--- src/rtl/timer_pkg.sv ---
// Shared timer definitions: TCR field positions, clock-select codes, directions
// and the count-stage mode decode used by the counting, compare and register blocks.
package timer_pkg;

    localparam int unsigned TCR_LOAD    = 7;
    localparam int unsigned TCR_DIR     = 5;
    localparam int unsigned TCR_EN      = 4;
    localparam int unsigned TCR_CKS_LSB = 0;

    localparam logic [1:0] CKS_DIV2  = 2'b00;
    localparam logic [1:0] CKS_DIV4  = 2'b01;
    localparam logic [1:0] CKS_DIV8  = 2'b10;
    localparam logic [1:0] CKS_DIV16 = 2'b11;

    localparam logic DIR_UP   = 1'b0;
    localparam logic DIR_DOWN = 1'b1;

    typedef enum logic [1:0] {
        ModeIdle = 2'b00,
        ModeLoad = 2'b01,
        ModeRun  = 2'b10
    } mode_e;

    // Load dominates enable.
    function automatic mode_e tcr_mode(input logic load, input logic en);
        mode_e mode;
        if (load) begin
            mode = ModeLoad;
        end else if (en) begin
            mode = ModeRun;
        end else begin
            mode = ModeIdle;
        end
        return mode;
    endfunction

endpackage

--- src/rtl/timer_prescaler.sv ---
// Free-running prescaler for the timer count stage; psc_hit marks the edge on
// which the selected low prescaler bits are all ones.
module timer_prescaler
    import timer_pkg::*;
#(
    parameter int unsigned PSC_W = 4
) (
    input  logic       PCLK,
    input  logic       RST,
    input  logic       clr,
    input  logic       en,
    input  logic [1:0] cks,
    output logic       psc_hit
);

    logic [PSC_W-1:0] r_psc;
    logic [PSC_W-1:0] w_mask;

    always_comb begin
        w_mask = '0;
        unique case (cks)
            CKS_DIV2:  w_mask = PSC_W'(32'd1);
            CKS_DIV4:  w_mask = PSC_W'(32'd3);
            CKS_DIV8:  w_mask = PSC_W'(32'd7);
            CKS_DIV16: w_mask = PSC_W'(32'd15);
            default:   w_mask = '0;
        endcase
    end

    always_ff @(posedge PCLK or posedge RST) begin
        if (RST) begin
            r_psc <= '0;
        end else if (clr) begin
            r_psc <= '0;
        end else if (en) begin
            r_psc <= r_psc + 1'b1;
        end
    end

    // The mask compares the pre-increment value, so a cleared prescaler needs
    // 2^(k+1) enabled edges before the first hit.
    assign psc_hit = en & ~clr & ((r_psc & w_mask) == w_mask);

endmodule

--- src/rtl/timer_count_unit.sv ---
// Clocked counting stage of the 8-bit timer: load/idle/run mode decode, the
// wrapping up/down count register, and the registered step pulse and direction.
module timer_count_unit
    import timer_pkg::*;
#(
    parameter int unsigned WIDTH = 8,
    parameter int unsigned PSC_W = 4
) (
    input  logic             PCLK,
    input  logic             RST,
    input  logic [7:0]       TCR,
    input  logic [WIDTH-1:0] TDR,
    output logic [WIDTH-1:0] count,
    output logic             cnt_tick,
    output logic             cnt_dir
);

    mode_e            w_mode;
    logic             w_psc_en;
    logic             w_psc_clr;
    logic             w_psc_hit;
    logic [WIDTH-1:0] r_count;
    logic [WIDTH-1:0] w_count_nxt;
    logic             r_tick;
    logic             w_tick_nxt;
    logic             r_dir;
    logic             w_dir_nxt;
    logic             w_unused_tcr;

    assign w_mode       = tcr_mode(TCR[TCR_LOAD], TCR[TCR_EN]);
    assign w_psc_en     = (w_mode == ModeRun);
    assign w_psc_clr    = ~w_psc_en;
    assign w_unused_tcr = ^{TCR[6], TCR[3:2]};

    timer_prescaler #(
        .PSC_W (PSC_W)
    ) u_prescaler (
        .PCLK    (PCLK),
        .RST     (RST),
        .clr     (w_psc_clr),
        .en      (w_psc_en),
        .cks     (TCR[TCR_CKS_LSB +: 2]),
        .psc_hit (w_psc_hit)
    );

    always_comb begin
        w_count_nxt = r_count;
        w_tick_nxt  = 1'b0;
        w_dir_nxt   = r_dir;
        unique case (w_mode)
            ModeLoad: begin
                w_count_nxt = TDR;
            end
            ModeRun: begin
                if (w_psc_hit) begin
                    w_tick_nxt = 1'b1;
                    w_dir_nxt  = TCR[TCR_DIR];
                    if (TCR[TCR_DIR] == DIR_DOWN) begin
                        w_count_nxt = r_count - 1'b1;
                    end else begin
                        w_count_nxt = r_count + 1'b1;
                    end
                end
            end
            default: begin
            end
        endcase
    end

    always_ff @(posedge PCLK or posedge RST) begin
        if (RST) begin
            r_count <= '0;
            r_tick  <= 1'b0;
            r_dir   <= DIR_UP;
        end else begin
            r_count <= w_count_nxt;
            r_tick  <= w_tick_nxt;
            r_dir   <= w_dir_nxt;
        end
    end

    assign count    = r_count;
    assign cnt_tick = r_tick;
    assign cnt_dir  = r_dir;

    // Minimum divide is 2, so a step pulse can never repeat on the next edge.
    a_tick_not_back_to_back : assert property (
        @(posedge PCLK) disable iff (RST) cnt_tick |=> !cnt_tick
    );

endmodule

--- config.mk ---
export PLATFORM = sky130hd
export DESIGN_NAME = timer_count_unit
export DESIGN_NICKNAME = d
export VERILOG_FILES = /design/src/rtl/timer_pkg.sv /design/src/rtl/timer_prescaler.sv /design/src/rtl/timer_count_unit.sv
export SDC_FILE = /design/constraint.sdc
export NUM_CORES = 1
export LEC_CHECK = 0
export BUFFER_PORTS_ARGS = -buffer_cell sky130_fd_sc_hd__buf_2
export CAP_MARGIN = 20
export CORE_MARGIN = 3
export CORE_UTILIZATION = 40
export DETAILED_ROUTE_END_ITERATION = 8
export GPL_TIMING_DRIVEN = 0
export PLACE_DENSITY = 0.67
export SYNTH_ARGS = -nofsm -noshare
export SYNTH_HDL_FRONTEND = slang
export SYNTH_SLANG_ARGS = --single-unit
--- constraint.sdc ---
create_clock -name PCLK -period 1.8 [get_ports PCLK]
set_clock_uncertainty 0.05 [all_clocks]
set_input_delay 0.36 -clock PCLK [delete_from_list [all_inputs] [get_ports PCLK]]
set_output_delay 0.36 -clock PCLK [all_outputs]
set_load 0.005 [all_outputs]
Word level (Yosys, flattened, before mapping) --
Cells that the tools add are included.
Storage, ports and cells: flip-flop bits (word level) 14, input port bits 18, output and inout bits 10
Operators by class: $add $sub $neg 3, eq/ne operators 7, muxes and demuxes 9, bitwise logic cells 2, reductions and logical operators 4
Operators with widths (count):
- $mux W8 | 2
- $pmux W4 S4 | 1
- $pmux W8 S2 | 1
- $add A8 B1 Y8 const B | 1
- $sub A8 B1 Y8 const B | 1
- $eq A2 B2 Y1 const B | 3
- $add A4 B1 Y4 const B | 1
- $and A4 B4 Y4 | 1
- $eq A2 B1 Y1 const B | 2
- $eq A4 B4 Y1 | 1
- $mux W2 | 2
- $mux W4 | 1
- $reduce_and A2 Y1 | 2
- $logic_not A2 Y1 | 1
- $mux W1 | 2
- $ne A2 B2 Y1 const B | 1
- $reduce_bool A2 Y1 | 1
- $and A1 B1 Y1 | 1

Depth between registers and ports, before layout --
depth in word-level cells 7, mapped depth 7, depth with buffers taken out 7

Hierarchy --
From an unflattened synthesis, not the netlist that was laid out.
Second synthesis, totals: cells, all modules 112, area, all modules 983.4 sq um
By module, submodules not included:
- timer_count_unit | times used 1, cells an instance 90, area each 775.7 sq um
- timer_prescaler | times used 1, cells an instance 22, area each 207.7 sq um

Worst setup path after synthesis --
No wires, ideal clock.
path kind reg-to-reg, start point register r_count[1] (netlist: count[1]), end point register r_count[7] (netlist: count[7]), library setup time 87 ps, arrival time 1692 ps, slack -28 ps, stages on the path, launching flop included 7, path buffers 0, clock period less this slack 1828 ps, path through dfrtp_1 > ha_1 > a211oi_1 > o21ai_1 > or3_1 > a31o_2 > o211ai_1
On the way: longest elaborated chain between the ends 4, elaborated cells on any way between the ends 5
RTL lines:
- start, declared | line timer_count_unit.sv:22 | logic [WIDTH-1:0] r_count;
- start signal, assigned | line timer_count_unit.sv:76 | r_count <= w_count_nxt;
- $add A8 B1 Y8 or $sub A8 B1 Y8 (tied branches) | line timer_count_unit.sv:61, timer_count_unit.sv:59
- $mux W8 (*) | line timer_count_unit.sv:58 | if (TCR[TCR_DIR] == DIR_DOWN) begin
- $mux W8 (*) | line timer_count_unit.sv:55 | if (w_psc_hit) begin
- $pmux W8 S2 (*) | line timer_count_unit.sv:50 | unique case (w_mode)
Mark *: on every way between the ends. The rest lies on a longest branch, timed or not. The select of a mux whose other input is x is not followed. A chain may end at the register's enable or synchronous reset.

Worst setup path after layout --
Same ends and word-level chain as after synthesis.

==> results.toml <==
[logic_synthesis]
syn_avg_cell_area_um2 = 9.19
yosysWarnings = 0
postSynth.asyncResetShare_pct = 100
syn_nets = 131
yosysSeqAreaShare_pct = 36.3
synth-seq-cells = 14
synth_edf_count = 0
synth_ff_type = "dfrtp_1"
syn-cell-area_um2 = 965
synth_cell_types = 37
synthCells = 105

[timing]
finalCritPeriodShare_pct = 98.3
drv_slew = 0
period_needed_ps = 1770
finalWorstSetupSlack_ps = 30.7
timing.fmax_ghz = 0.565
relSlewSlack_pct = 63.0
worstMarginPinSlew_ps = 555
timing.hold.ws_ps = 59.6
hold_viol = 0
rsz0062_at_grt = "true"
setup-violations-final = 0

[placed_design]
io_buffers = 24
post_dp_cell_area_um2 = 1130
gp_congestion = 0.686
hpwl_um = 1640
post-place-cells = 157
place_ws_ps = -318

[critical_path]
r2r_end = "count[7]"
cp-start-kind = "register"
ff2ff_path_depth = 6
end_kind = "register"
r2r_start = "count[1]"
required_ps = 1960
cp.arrival_ps = 1920
reg2reg_slack_ps = 30
crit_fanout = 3
worstSetupPathType = "register to register"

[drt]
vias = 868
drt_wl_total_um = 2340
postRouteAntennaNets = 0
drtIter0Drc = 21
avgViaCountPerCell = 5.29
drcViolationCount = 0
firstDrtPassIters = 4
avgRoutedWirePerCell_um = 14.2

[layout]
design_area_um2 = 1290
utilization_pct = 57.2
area_delta_synth_final_pct = 33.6
num-fill-cells = 222
diodes = 0
regArea_um2 = 350
fin_nets = 163
drive_gt1_share_pct = 38.2
fin_cells = 164
multi_input_area_um2 = 672

[global_route]
grt_max_degree = 15
grt_pass1_wl_um = 3550
grt_antenna_before_repair = 0
grt_use_total_pct = 16.7
grt_pass1_vias = 816
grt-ovfl-total = 0

[die]
fp.dieH_um = 55.1
io_pins = 28
initial_core_util_pct = 42.8
coreArea_um2 = 2250
dieArea_um2 = 3040
num_rows = 17
die_width_um = 55.1

[clock_tree]
ctsHoldBuffers = 0
path_clk_slew_ps = 90
cts-root-buf = "clkbuf_4"
htree_levels = 1
numCtsBuffers = 3
cts.sinks = 14
clockBufferDepth = 2
clock_latency_ps = 280
tritoncts = "built"

[power]
ir_worst_vdd_v = 0.000549
powerDensity_nw_per_um2 = 818
leakagePower_uw = 0.000586

[run_status]
status = "complete, no violations"

[hold_path]
hold_path.class = "primary input to async pin"

[run]
maxCapViolCount = 0
-- cell type report --
type	instances	area share, %
inverters	8	2.33
clock buffers	4	2.82
flip-flops and latches	14	27.2
well taps	28	2.72
plain buffers	3	1.55
repair buffers	27	11.3
multi-input cells	80	52.1
-- report_power, final --
group | leakage, µW | internal, µW | switching [µW]
clock | 0.0000210 | 123 | 110
combinational | 0.000388 | 222 | 214
sequential | 0.000177 | 352 | 33.5
-- registers in the layout, indices dropped and copies added, names as in the netlist --
name,cells
u_prescaler.r_psc,4
count,8
cnt_dir,1
cnt_tick,1
-- cell families (layout without fill, tap and decap cells) --
| family | after synthesis | count (layout) | share of synthesized area [%] |
|---|---|---|---|
| AOI/OAI and AO/OA | 34 | 34 | 24.0 |
| xor gates and xnor gates | 4 | 4 | 3.63 |
| adders and majority gates | 8 | 8 | 11.2 |
| buffers and inverters | 11 | 42 | 5.19 |
| DFF | 14 | 14 | 36.3 |
| muxes | 3 | 3 | 3.37 |
| and+or+nand+nor | 31 | 31 | 16.3 |
-- Yosys cell counts, types with 3 or more instances --
cell type	n	area share, %
nand2_1	6	2.3
xor2_1	3	2.7
ha_1	7	9.1
dfrtp_1	14	36
o21ai_0	8	4.2
nor2_1	7	2.7
a211oi_1	3	2.3
a21oi_1	9	4.7
nor2b_1	4	2.6
inv_1	8	3.1
-- worst max path at each step --
stage                  start       end  cells past startpoint
floorplan           count[1]  count[7]                      6
global placement      TCR[5]  count[7]                      7
detailed placement    TCR[5]  count[6]                      8
CTS                 count[2]  count[6]                      6
global route        count[1]  count[7]                      6
finish              count[1]  count[7]                      6
-- per-layer routing --
metal  global-route usage (%)  routed length [µm]  up-vias
li1                         -                   -      436
met1                     19.9                1050      412
met2                     29.1                1170       18
met3                     3.75                 117        2
met4                     6.07                   7        0
met5                        0                   0        -
-- metrics by stage --
step | setup TNS [ps] | power, µW
finish | 0 | 1050
global route | -104 | 1130
CTS | 0 | 1010
detailed placement | -1040 | 728
global placement | -845 | 715
floorplan | 0 | 620
-- critical path, cell delays in order (launching register included) --
cell and delay, ps:
dfrtp_1 430, ha_4 240, a211oi_4 220, o21ai_2 100, or3_4 340, a31o_4 240, o211ai_1 70
-- cell usage in the layout (no fill, tap or decap), types with 3 or more instances in the layout --
cell / count
buf_2: 24
inv_1: 7
dfrtp_1: 14
nor2b_1: 3
a21oi_1: 8
ha_4: 4
o21ai_0: 8
nor2_1: 7
xor2_1: 3
nand2_1: 6
buf_4: 4
clkbuf_4: 3
-- repair_timing --
action / in CTS / in global routing
endpoints found under the setup margin: 3 / 4
setup buffers: 3 / 0
resized for setup: 9 / 7
pin swaps: 6 / 2
(Power assumes the default switching activity.)
